$ cat config.mk
export PLATFORM = sky130hd
export DESIGN_NAME = modulation_az_seq
export DESIGN_NICKNAME = d
export VERILOG_FILES = /design/src/rtl/modulation_az_seq.sv
export SDC_FILE = /design/constraint.sdc
export NUM_CORES = 1
export LEC_CHECK = 0
export CAP_MARGIN = 20
export CELL_PAD_IN_SITES_DETAIL_PLACEMENT = 0
export CELL_PAD_IN_SITES_GLOBAL_PLACEMENT = 1
export CORE_MARGIN = 2
export CORE_UTILIZATION = 36
export CTS_BUF_LIST = sky130_fd_sc_hd__clkbuf_8
export DETAILED_ROUTE_END_ITERATION = 8
export GPL_TIMING_DRIVEN = 1
export PLACE_DENSITY_LB_ADDON = 0.08
export SETUP_SLACK_MARGIN = 0.4
export SLEW_MARGIN = 15
export SYNTH_ARGS = -nofsm -noshare
export SYNTH_HDL_FRONTEND = slang
export SYNTH_SLANG_ARGS = --single-unit
$ cat constraint.sdc
create_clock -name clk -period 2.75 [get_ports clk]
set_input_delay 0.55 -clock clk [delete_from_list [all_inputs] [get_ports clk]]
set_output_delay 0.55 -clock clk [all_outputs]
set_load 0.03 [all_outputs]
$ cat src/rtl/modulation_az_seq.sv
// Auto-zero modulation sequencer: scans hi channels (each optionally followed by a LO
// auto-zero measurement), drives the pre-charge switch, AZ mux and ADC start strobe.
module modulation_az_seq #(
    parameter int MUX_W = 4,
    parameter int NCH   = 4,
    parameter int CNT_W = 24,
    localparam int CC_W = $clog2(NCH + 1),
    localparam int CH_W = (NCH > 1) ? $clog2(NCH) : 1
) (
    input  logic                 clk,
    input  logic                 reset,
    input  logic [CNT_W-1:0]     precharge_n,
    input  logic [CNT_W-1:0]     timeout_n,
    input  logic                 az_en,
    input  logic [CC_W-1:0]      ch_count,
    input  logic [NCH*MUX_W-1:0] azmux_hi_vals,
    input  logic [MUX_W-1:0]     azmux_lo_val,
    input  logic                 adc_measure_done,
    output logic                 adc_measure_start,
    output logic                 sw_pc_ctl,
    output logic [MUX_W-1:0]     azmux,
    output logic                 sample_valid,
    output logic [CH_W-1:0]      sample_ch,
    output logic                 sample_hi,
    output logic                 adc_timeout,
    output logic                 led0,
    output logic [1:0]           monitor
);

    typedef enum logic [3:0] {
        S_INIT,
        S_PC_WAIT,
        S_HI_SEL,
        S_HI_SETTLE,
        S_HI_START,
        S_HI_WAIT,
        S_PC_BOOT,
        S_PC_BOOT_WAIT,
        S_LO_START,
        S_LO_WAIT,
        S_NEXT
    } state_t;

    localparam logic PC_BOOT   = 1'b0;
    localparam logic PC_SIGNAL = 1'b1;

    state_t             r_state;
    logic [CNT_W-1:0]   r_cnt;
    logic [CH_W-1:0]    r_ch;
    logic               r_to_en;
    logic               r_start;
    logic               r_pc;
    logic [MUX_W-1:0]   r_azmux;
    logic               r_valid;
    logic [CH_W-1:0]    r_sample_ch;
    logic               r_sample_hi;
    logic               r_timeout;
    logic               r_led0;
    logic [1:0]         r_monitor;

    state_t             w_state_next;
    logic [CNT_W-1:0]   w_cnt_next;
    logic [CH_W-1:0]    w_ch_next;
    logic               w_to_en_next;
    logic               w_start_next;
    logic               w_pc_next;
    logic [MUX_W-1:0]   w_azmux_next;
    logic               w_valid_next;
    logic [CH_W-1:0]    w_sample_ch_next;
    logic               w_sample_hi_next;
    logic               w_timeout_next;
    logic               w_led0_next;
    logic [1:0]         w_monitor_next;

    logic [MUX_W-1:0]   w_hi_codes [NCH];
    logic [CC_W-1:0]    w_eff_cnt;
    logic [CC_W-1:0]    w_ch_inc;
    logic               w_cnt_zero;
    logic               w_to_hit;
    logic               w_conv_end;

    genvar gi;
    generate
        for (gi = 0; gi < NCH; gi++) begin : g_hi_code
            assign w_hi_codes[gi] = azmux_hi_vals[gi*MUX_W +: MUX_W];
        end
    endgenerate

    // Clamp the requested channel count into 1..NCH.
    always_comb begin
        w_eff_cnt = ch_count;
        if (ch_count == '0) begin
            w_eff_cnt = CC_W'(1);
        end else if (ch_count > CC_W'(NCH)) begin
            w_eff_cnt = CC_W'(NCH);
        end
    end

    assign w_ch_inc   = CC_W'(r_ch) + CC_W'(1);
    assign w_cnt_zero = (r_cnt == '0);
    // A timeout only counts when no done arrives in the same clock.
    assign w_to_hit   = r_to_en && w_cnt_zero && !adc_measure_done;
    assign w_conv_end = adc_measure_done || w_to_hit;

    always_comb begin
        w_state_next     = r_state;
        w_cnt_next       = r_cnt;
        w_ch_next        = r_ch;
        w_to_en_next     = r_to_en;
        w_start_next     = 1'b0;
        w_pc_next        = r_pc;
        w_azmux_next     = r_azmux;
        w_valid_next     = 1'b0;
        w_sample_ch_next = r_sample_ch;
        w_sample_hi_next = r_sample_hi;
        w_timeout_next   = r_timeout;
        w_led0_next      = r_led0;
        w_monitor_next   = r_monitor;

        case (r_state)
            S_INIT: begin
                w_pc_next    = PC_BOOT;
                w_cnt_next   = precharge_n;
                w_state_next = S_PC_WAIT;
            end
            S_PC_WAIT: begin
                if (w_cnt_zero) begin
                    w_state_next = S_HI_SEL;
                end else begin
                    w_cnt_next = r_cnt - CNT_W'(1);
                end
            end
            S_HI_SEL: begin
                w_azmux_next      = w_hi_codes[r_ch];
                w_monitor_next[0] = 1'b1;
                w_cnt_next        = precharge_n;
                w_state_next      = S_HI_SETTLE;
            end
            S_HI_SETTLE: begin
                if (w_cnt_zero) begin
                    w_state_next = S_HI_START;
                end else begin
                    w_cnt_next = r_cnt - CNT_W'(1);
                end
            end
            S_HI_START: begin
                w_pc_next         = PC_SIGNAL;
                w_led0_next       = 1'b1;
                w_monitor_next[1] = 1'b1;
                w_start_next      = 1'b1;
                w_cnt_next        = timeout_n;
                w_to_en_next      = (timeout_n != '0);
                w_state_next      = S_HI_WAIT;
            end
            S_HI_WAIT: begin
                if (w_conv_end) begin
                    w_valid_next     = 1'b1;
                    w_sample_ch_next = r_ch;
                    w_sample_hi_next = 1'b1;
                    w_timeout_next   = r_timeout | w_to_hit;
                    w_state_next     = S_PC_BOOT;
                end else if (r_to_en) begin
                    w_cnt_next = r_cnt - CNT_W'(1);
                end
            end
            S_PC_BOOT: begin
                w_pc_next         = PC_BOOT;
                w_monitor_next[1] = 1'b0;
                w_cnt_next        = precharge_n;
                w_state_next      = S_PC_BOOT_WAIT;
            end
            S_PC_BOOT_WAIT: begin
                if (w_cnt_zero) begin
                    w_state_next = az_en ? S_LO_START : S_NEXT;
                end else begin
                    w_cnt_next = r_cnt - CNT_W'(1);
                end
            end
            S_LO_START: begin
                // Switch stays in BOOT here, so the mux may move safely.
                w_azmux_next      = azmux_lo_val;
                w_led0_next       = 1'b0;
                w_monitor_next[0] = 1'b0;
                w_start_next      = 1'b1;
                w_cnt_next        = timeout_n;
                w_to_en_next      = (timeout_n != '0);
                w_state_next      = S_LO_WAIT;
            end
            S_LO_WAIT: begin
                if (w_conv_end) begin
                    w_valid_next     = 1'b1;
                    w_sample_ch_next = r_ch;
                    w_sample_hi_next = 1'b0;
                    w_timeout_next   = r_timeout | w_to_hit;
                    w_state_next     = S_NEXT;
                end else if (r_to_en) begin
                    w_cnt_next = r_cnt - CNT_W'(1);
                end
            end
            S_NEXT: begin
                // Also catches a channel index left above a freshly reduced count.
                if (w_ch_inc >= w_eff_cnt) begin
                    w_ch_next = '0;
                end else begin
                    w_ch_next = CH_W'(w_ch_inc);
                end
                w_state_next = S_HI_SEL;
            end
            default: begin
                w_state_next = S_INIT;
            end
        endcase
    end

    always_ff @(posedge clk or posedge reset) begin
        if (reset) begin
            r_state     <= S_INIT;
            r_cnt       <= '0;
            r_ch        <= '0;
            r_to_en     <= 1'b0;
            r_start     <= 1'b0;
            r_pc        <= PC_BOOT;
            r_azmux     <= '0;
            r_valid     <= 1'b0;
            r_sample_ch <= '0;
            r_sample_hi <= 1'b0;
            r_timeout   <= 1'b0;
            r_led0      <= 1'b0;
            r_monitor   <= '0;
        end else begin
            r_state     <= w_state_next;
            r_cnt       <= w_cnt_next;
            r_ch        <= w_ch_next;
            r_to_en     <= w_to_en_next;
            r_start     <= w_start_next;
            r_pc        <= w_pc_next;
            r_azmux     <= w_azmux_next;
            r_valid     <= w_valid_next;
            r_sample_ch <= w_sample_ch_next;
            r_sample_hi <= w_sample_hi_next;
            r_timeout   <= w_timeout_next;
            r_led0      <= w_led0_next;
            r_monitor   <= w_monitor_next;
        end
    end

    assign adc_measure_start = r_start;
    assign sw_pc_ctl         = r_pc;
    assign azmux             = r_azmux;
    assign sample_valid      = r_valid;
    assign sample_ch         = r_sample_ch;
    assign sample_hi         = r_sample_hi;
    assign adc_timeout       = r_timeout;
    assign led0              = r_led0;
    assign monitor           = r_monitor;

endmodule

==> run summary, run 1 <==
The number of buffers on the longest clock path came out at 2. The type of element launching the critical path is a flip-flop. Based on the critical path, the design can be clocked at up to 448 MHz. The clock reaches the later pin of the worst-skew pair after 300 ps. The final critical path takes up 81.1% of the cycle. The number of nets in the synthesized netlist came out at 411.

The number of flops mapped to enable cells by yosys is 0. The worst hold path begins at adc_timeout. The number of hold buffers added after CTS was 0. The repair_antennas step left the layout with diodes totalling 0. The count of nets left with antenna violations after detail routing came out at 0.

Across the routed clock network, the largest skew measured is 3.14 ps. Setup repair after global routing left no endpoint under its margin. The synthesized area per cell came out at 8.89 sq um. The remaining global-route overflow is 0. The final layout net count is 502. In the synthesized netlist the dominant register cell turns out to be dfrtp_1. Routability-driven placement finished with a final weighted congestion of 0.820. The worst register-to-register path has a depth of 10. By area the synthesized netlist is led by dfrtp_1 38%, o21ai_0 6.8%, nor2_1 4.3%.

The area enclosed by the die boundary came out at 8920 sq um. The average wire per cell in the routed design is 18.3 microns. The cell area after synthesis is 2940 sq um. In this run the worst path has a maximum fanout of 12. TritonCTS built the clock tree. Measured along the y axis, the die boundary spans 94.4 microns. The critical path's most frequent cell is buf_12. Among all stages on the critical path, the largest delay is contributed by dfrtp_1. The wire length after detailed routing is 9620 microns.

The final-report hold violation count was 0. The CTS sink count came out at 45. For flop-to-flop paths, the worst setup slack is 520 ps. Port buffering added 88 buffers. The run finished with clean final reports. The number of vias after detailed routing is 3081.

On the worst path, the slowest cell contributes a delay of 410 ps. Hold is met by 495 ps. The standard cell core area came out at 7810 sq um. The area taken by flip-flops and latches is 1130 sq um.

Counting the buffers created by CTS gives 5. The starting utilization of the core area came out at 37.7%. Counting flops and latches in the post-synthesis netlist gives 45. The number of global-route vias before repair is 3010. The share of the synthesized area in the top cell type came out at 38.2%.

The path type of the worst min-delay path is flip-flop to flip-flop. The initial antenna violation count is 0. The leakage power is 1.64 nW. The worst setup path is of the flip-flop to flip-flop kind. Power spread over the standard cell area amounts to 998 nW/um^2. The fraction of registers with async set or reset after synthesis came out at 100%.

For the worst setup path, the data required time is 2980 ps. The count of standard-cell rows is 32. After detailed routing, the number of remaining DRC violations is 0. The endpoint identified for the worst register-to-register timing path is r_cnt[8]. Power comes to 0.00422 W. The arrival time at the worst endpoint is 2460 ps. The number of cells produced by synthesis came out at 331. The minimum period implied by the final worst setup slack came out at 2230 ps. CTS built an H-tree with a depth of 2. The actual slew at the worst max-slew pin is 735 ps.

The top-level I/O count came out at 89. Measured along the x axis, the die boundary spans 94.4 microns. The number of max-slew violations in the final report is 0. The worst register-to-register path begins at r_cnt[0]. The area occupied by multi-input gates came out at 1730 sq um. The final-report setup violation count is 0. The worst hold path terminates at adc_timeout. The layout-stage area growth over the synthesis result came out at 43.6%. The tree is rooted in a clkbuf_8. The remaining max-slew budget at the tightest pin is 50.9%. The wire length of the first global-routing pass is 15200 microns.

Entering global routing, the biggest net connects 33 pins. The number of cells on the worst hold path is 1. STA classifies the critical path endpoint as a flip-flop. The largest voltage drop on the vdd net came out at 0.000339 V.

The number of warning messages in the yosys log came out at 0. The fraction of final layout cells with drive strength greater than 1 is 13.0%. The largest total area in the synthesized netlist belongs to dfrtp_1. The max-cap check violation count is 0. The critical path goes through inv_1, ha_4, nor4b_4, nand4_2, buf_4, o32ai_4, buf_12, buf_12, o21bai_1, o2bb2ai_1. After detailed routing, the number of vias per cell comes to 5.87. The half-perimeter wire length of the detailed placement result came out at 6980 microns. The sequential share of the synthesized area came out at 38.2%. The DRC marker count from the first detailed-route iteration came out at 194.

The global-route usage over all layers came out at 21.9%. The filler cell count in the final layout came out at 743. The clock-pin slew on the worst setup and hold paths is 90 ps. The summed negative setup slack over all endpoints came out at 0 ps.

The first detailed-routing pass ran for 5 iterations. The count of distinct cell types in the synthesized netlist is 59.
==> cells by family (layout without fill, tap and decap cells) <==
group / after synthesis / in the layout / share of synthesized area [%]
AO/OA/AOI/OAI: 128 / 128 / 28.9
AND/OR/NAND/NOR: 104 / 104 / 19.4
flip-flops: 45 / 45 / 38.2
buffers and inverters: 36 / 128 / 5.27
multiplexers: 8 / 8 / 4.55
adder cells (fa/ha/maj): 5 / 5 / 2.12
XOR/XNOR: 5 / 5 / 1.49
==> power by group <==
part	switching, W	total, W	leakage, nW	internal [W]
combinational	0.00129	0.00236	1.05	0.00107
sequential	0.000361	0.00132	0.538	0.000963
clock	0.000244	0.000540	0.0574	0.000296
total	0.00189	0.00422	1.64	0.00233
==> worst max-delay path: cells and delay by family (launching register included) <==
kind | cells | cell delay, ps
DFF | 1 | 410
and+or+nand+nor | 2 | 450
buffers and inverters | 4 | 640
adders and majority gates | 1 | 180
AOI/OAI and AO/OA | 3 | 480
==> worst max-delay path by stage <==
stage                     slack, ps  cells after the start     start         to
after global routing            400                     10  r_cnt[0]   r_cnt[8]
final                           520                     10  r_cnt[0]   r_cnt[8]
after detailed placement        280                      8  r_cnt[0]   r_cnt[8]
after CTS                       420                      5  r_cnt[2]  r_cnt[19]
after floorplan                 660                      7  r_cnt[0]   r_cnt[5]
after global placement          380                      8  r_cnt[0]   r_cnt[8]
==> cell type report <==
cell class | count | share of cell area [%]
multi-input cells | 250 | 40.8
clock inverters | 2 | 0.888
flip-flops and latches | 45 | 26.6
clock buffers | 6 | 1.95
inverters | 13 | 1.15
repair buffers | 107 | 25.5
well taps | 102 | 3.02
==> cells in the mapped netlist (all sizes together), types with 2 or more instances <==
master and n:
nand4 3, a22oi 4, o32ai 2, nor4 11, nand4b 2, nand2b 3, a31oi 9, a221oi 9
o22ai 5, a21oi 21, o21ai 46, o31ai 4, dfrtp 45, nor2 34, a41oi 2, ha 5
nand2 20, mux2 3, xnor2 4, inv 13, a222oi 7, buf 10, a21o 3, clkbuf 13
nor3 12, or4 4, mux4 4, o2bb2ai 2, nand3 6, a22o 7
==> timing repair <==
item                       in CTS  in global routing
buffers inserted                2                  2
gates resized for setup         1                  8
setup endpoints to repair      27                 28
pin swaps                       1                  2
cloned                          0                  1
==> per-layer routing <==
| layer | global-route usage, % | wire length (microns) | vias up |
|---|---|---|---|
| met5 | 0 | 0 | - |
| met4 | 5.31 | 126 | 0 |
| met3 | 4.79 | 875 | 13 |
| met2 | 37.1 | 4650 | 149 |
| met1 | 28.5 | 3970 | 1462 |
| li1 | - | - | 1457 |
==> stage by stage <==
step	utilization (%)	area, sq um	cells	setup slack [ps]
CTS	52.9	4130	522	422
global route	54.1	4230	525	396
detailed placement	51.1	3990	512	276
global placement	51.1	3990	512	379
floorplan	-	2940	331	658
finish	54.1	4230	525	519
==> flip-flops by register name (all words and copies together) (netlist names) <==
signal / count
azmux: 4
adc_measure_start: 1
led0: 1
monitor: 2
sample_ch: 2
sample_valid: 1
adc_timeout: 1
r_state: 4
r_ch: 2
sw_pc_ctl: 1
sample_hi: 1
r_cnt: 24
r_to_en: 1
==> layout by cell type, fill, tap and decap left out, drive strengths merged, types with 4 or more instances in the layout <==
master,count
a21oi,21
buf,18
inv,13
o22ai,5
a31oi,9
or4,4
dfrtp,45
clkbuf,7
o21ai,46
nor3,12
ha,5
mux4,4
nand2,20
a22oi,4
nand3,6
o31ai,4
a22o,7
nor4,11
a222oi,7
clkdlybuf4s50,88
a221oi,9
xnor2,4
nor2,34
Note: power is estimated with default switching activity, not from simulation.
==> inputs of run 2 (changes only) <==
==> constraint.sdc (replaced) <==
create_clock -name clk -period 2.3 [get_ports clk]
set_input_delay 0.46 -clock clk [delete_from_list [all_inputs] [get_ports clk]]
set_output_delay 0.46 -clock clk [all_outputs]
set_load 0.03 [all_outputs]
==> run summary, run 2 (synthesis gave the netlist of run 1 again) <==
The required arrival time at the worst endpoint is 2530 ps (-450 ps). The minimum period implied by the final worst setup slack is 2100 ps (-131 ps). The remaining global-route overflow is 0 (unchanged). The number of diodes came out at 0 (unchanged). The number of max-slew violations in the final report came to 0 (unchanged). The cts-stage hold buffer count is 0 (unchanged).

In this run the top signal layer used is met4. The wire length on met2 was 4790 microns (+2.9%). In the layout the commonest cells are 88 x clkdlybuf4s50_1, 42 x dfrtp_1, 34 x buf_4. The highest net fanout along the worst path is 5 (-7).

The final-report hold violation count is 0 (unchanged). The register with the most flip-flops in the final layout is r_cnt. The path type of the worst min-delay path is flip-flop to flip-flop. The leakage power was 1.89 nW (+15%).

The remaining max-slew budget at the tightest pin came out at 60.7% (+9.8 points). The global placement routability congestion came out at 0.842 (+2.6%). The per-cell via count in the routed design came out at 5.85 (-0.29%). The stage delay of the slowest cell on the critical path is 530 ps (+120 ps). The actual slew at the worst max-slew pin was 584 ps (-151 ps). The average wire per cell in the routed design is 18.1 microns (-1.1%). Walking the worst path, the cells encountered are or4_4, or4_4, nor3_4, a222oi_1, o21ai_1. The CTS sink count came to 45 (unchanged).

The largest voltage drop on the vdd net is 0.000415 V (+23%). The clock latency of the later-clocked register in the worst-skew pair was 310 ps (about the same). The DRC marker count from the first detailed-route iteration is 202 (+4.1%).

The overall die height is 94.4 microns (unchanged). The detailed-route wire length on metal 1 is 4340 microns (+9.4%). The max-cap check violation count is 0 (unchanged). The type of destination of the critical path is a flip-flop. The count of nets left with antenna violations after detail routing was 0 (unchanged).

The highest achievable clock rate came out at 476 MHz (+6.2%). The wire length of the first global-routing pass is 16300 microns (+6.9%). The count of standard-cell rows is 32 (unchanged). The post-route clock skew is 11.0 ps (+7.84 ps). Setup repair after global routing could not meet its margin everywhere. The setup slack after placement came out at 47.1 ps (-229 ps). The number of buffer cells added on primary ports came out at 88 (unchanged).

The summed negative setup slack over all endpoints is 0 ps (unchanged). The library cell used most frequently in the layout, excluding fill and tap cells, is clkdlybuf4s50_1. The layout-stage area growth over the synthesis result is 63.2%. The total power is 0.00584 W (+38%). The global-route usage over all layers is 23.4% (+1.5 points). The half-perimeter wire length of the detailed placement result is 7020 microns (+0.64%). Among all stages on the critical path, the largest delay is contributed by or4_4. The count of TritonRoute iterations in the first routing pass is 7 (+2). STA classifies the critical path startpoint as a flip-flop. The number of global-route vias before repair came out at 3156 (+4.9%). By instance count, the cell type seen most on the critical path is or4_4. The top-level I/O count came out at 89 (unchanged). The standard cell core area was 7810 sq um (unchanged).

The sum of met3 wire segment lengths after detailed routing was 823 microns (-5.9%). The total power density per cell area is 1220 nW/um^2 (+22%). The starting utilization of the core area came out at 37.7% (unchanged). The area enclosed by the die boundary came to 8920 sq um (unchanged). The die width was 94.4 microns (unchanged). The initial antenna violation count is 0 (unchanged). The cell count after placement came out at 523 (+2.1%). The number of vias after detailed routing came to 3277 (+6.4%). TritonCTS built the clock tree. The number of buffers on the longest clock path came out at 2 (unchanged). The DRC violations left is 0 (unchanged). The count of non-filler cells in the finished layout came to 560 (+6.7%).

The final layout net count came to 537 (+7.0%). The share of the clock period used by the worst path is 91.3% (+10 points). The clock-pin slew on the worst setup and hold paths is 80 ps (about the same).

The number of clock buffers inserted by TritonCTS came out at 5 (unchanged). The root buffer cell is clkbuf_8. The kind of critical path is flip-flop to flip-flop. The final-report setup violation count came out at 0 (unchanged). The fraction of final layout cells with drive strength greater than 1 is 28.2% (+15 points). The final critical-path setup slack is 200 ps (-319 ps). The run finished with clean final reports. The arrival time at the worst endpoint came out at 2330 ps (-130 ps). The flip-flop count of the largest register, all copies and words added came to 24 (unchanged). The pin count of the biggest net entering global routing was 28 (-15%). The wire length after detailed routing is 10100 microns (+5.5%). The count of H-tree levels built during CTS came out at 2 (unchanged).
run 2: changes by cell type in the layout (fill, tap and decap cells not counted), moves of 8 or more:
cell | previous run | this run
buf_4 | 15 | 34
buf_6 | 0 | 8
o21ai_0 | 39 | 13
o21ai_1 | 6 | 19
o21ai_2 | 1 | 14
run 2: what timing repair did:
action,in CTS,in global routing
setup endpoints to repair,32,32
cloned,6,0
resized for setup,52,37
pin swaps,20,17
buffers inserted,17,6
run 2: cell type report:
type                       instances  area (sq um)
fill                             674          3000
timing repair buffer             142          1490
clock inverter                     3          13.8
tap                              102           128
sequential                        45          1130
multi-input combinational        250          1930
clock buffer                       5          68.8
inverter                          13          48.8
run 2: final timing paths:
| kind | cells past startpoint | endpoint | slack, ps | from |
|---|---|---|---|---|
| worst max-delay path | 5 | r_cnt[19] | 200 | r_cnt[1] |
| worst min-delay path | 2 | monitor[0] | 480 | monitor[0] |
| worst max register to register | 5 | r_cnt[19] | 200 | r_cnt[1] |
| worst min register to register | 2 | monitor[0] | 480 | monitor[0] |
| max in group asynchronous | 3 | r_state[3] | 1170 | reset |
| min in group asynchronous | 2 | r_cnt[15] | 490 | reset |
run 2: critical path: cells and delay by family (launching register included):
kind            cells  cell delay, ps
simple gates        3            1290
compound gates      2             290
flops               1             440
run 2: through the flow:
step                      util, %  instance area [sq um]  hold WS, ps
after floorplan                 -                   3000          472
after global placement       53.1                   4140          461
after detailed placement     53.1                   4140          462
after CTS                    59.5                   4650          488
after global routing         61.6                   4810          522
final                        61.6                   4810          480
run 2: routing by layer:
layer  vias up  track usage, %
met5         -               0
met4         0            5.56
met3        25            4.47
met2       164            39.5
met1      1562            31.1
li1       1526               -
run 2: report_power, final:
part | internal (W) | leakage, nW | switching (W)
clock | 0.000207 | 0.0491 | 0.000284
combinational | 0.00187 | 1.31 | 0.00190
sequential | 0.00116 | 0.534 | 0.000429
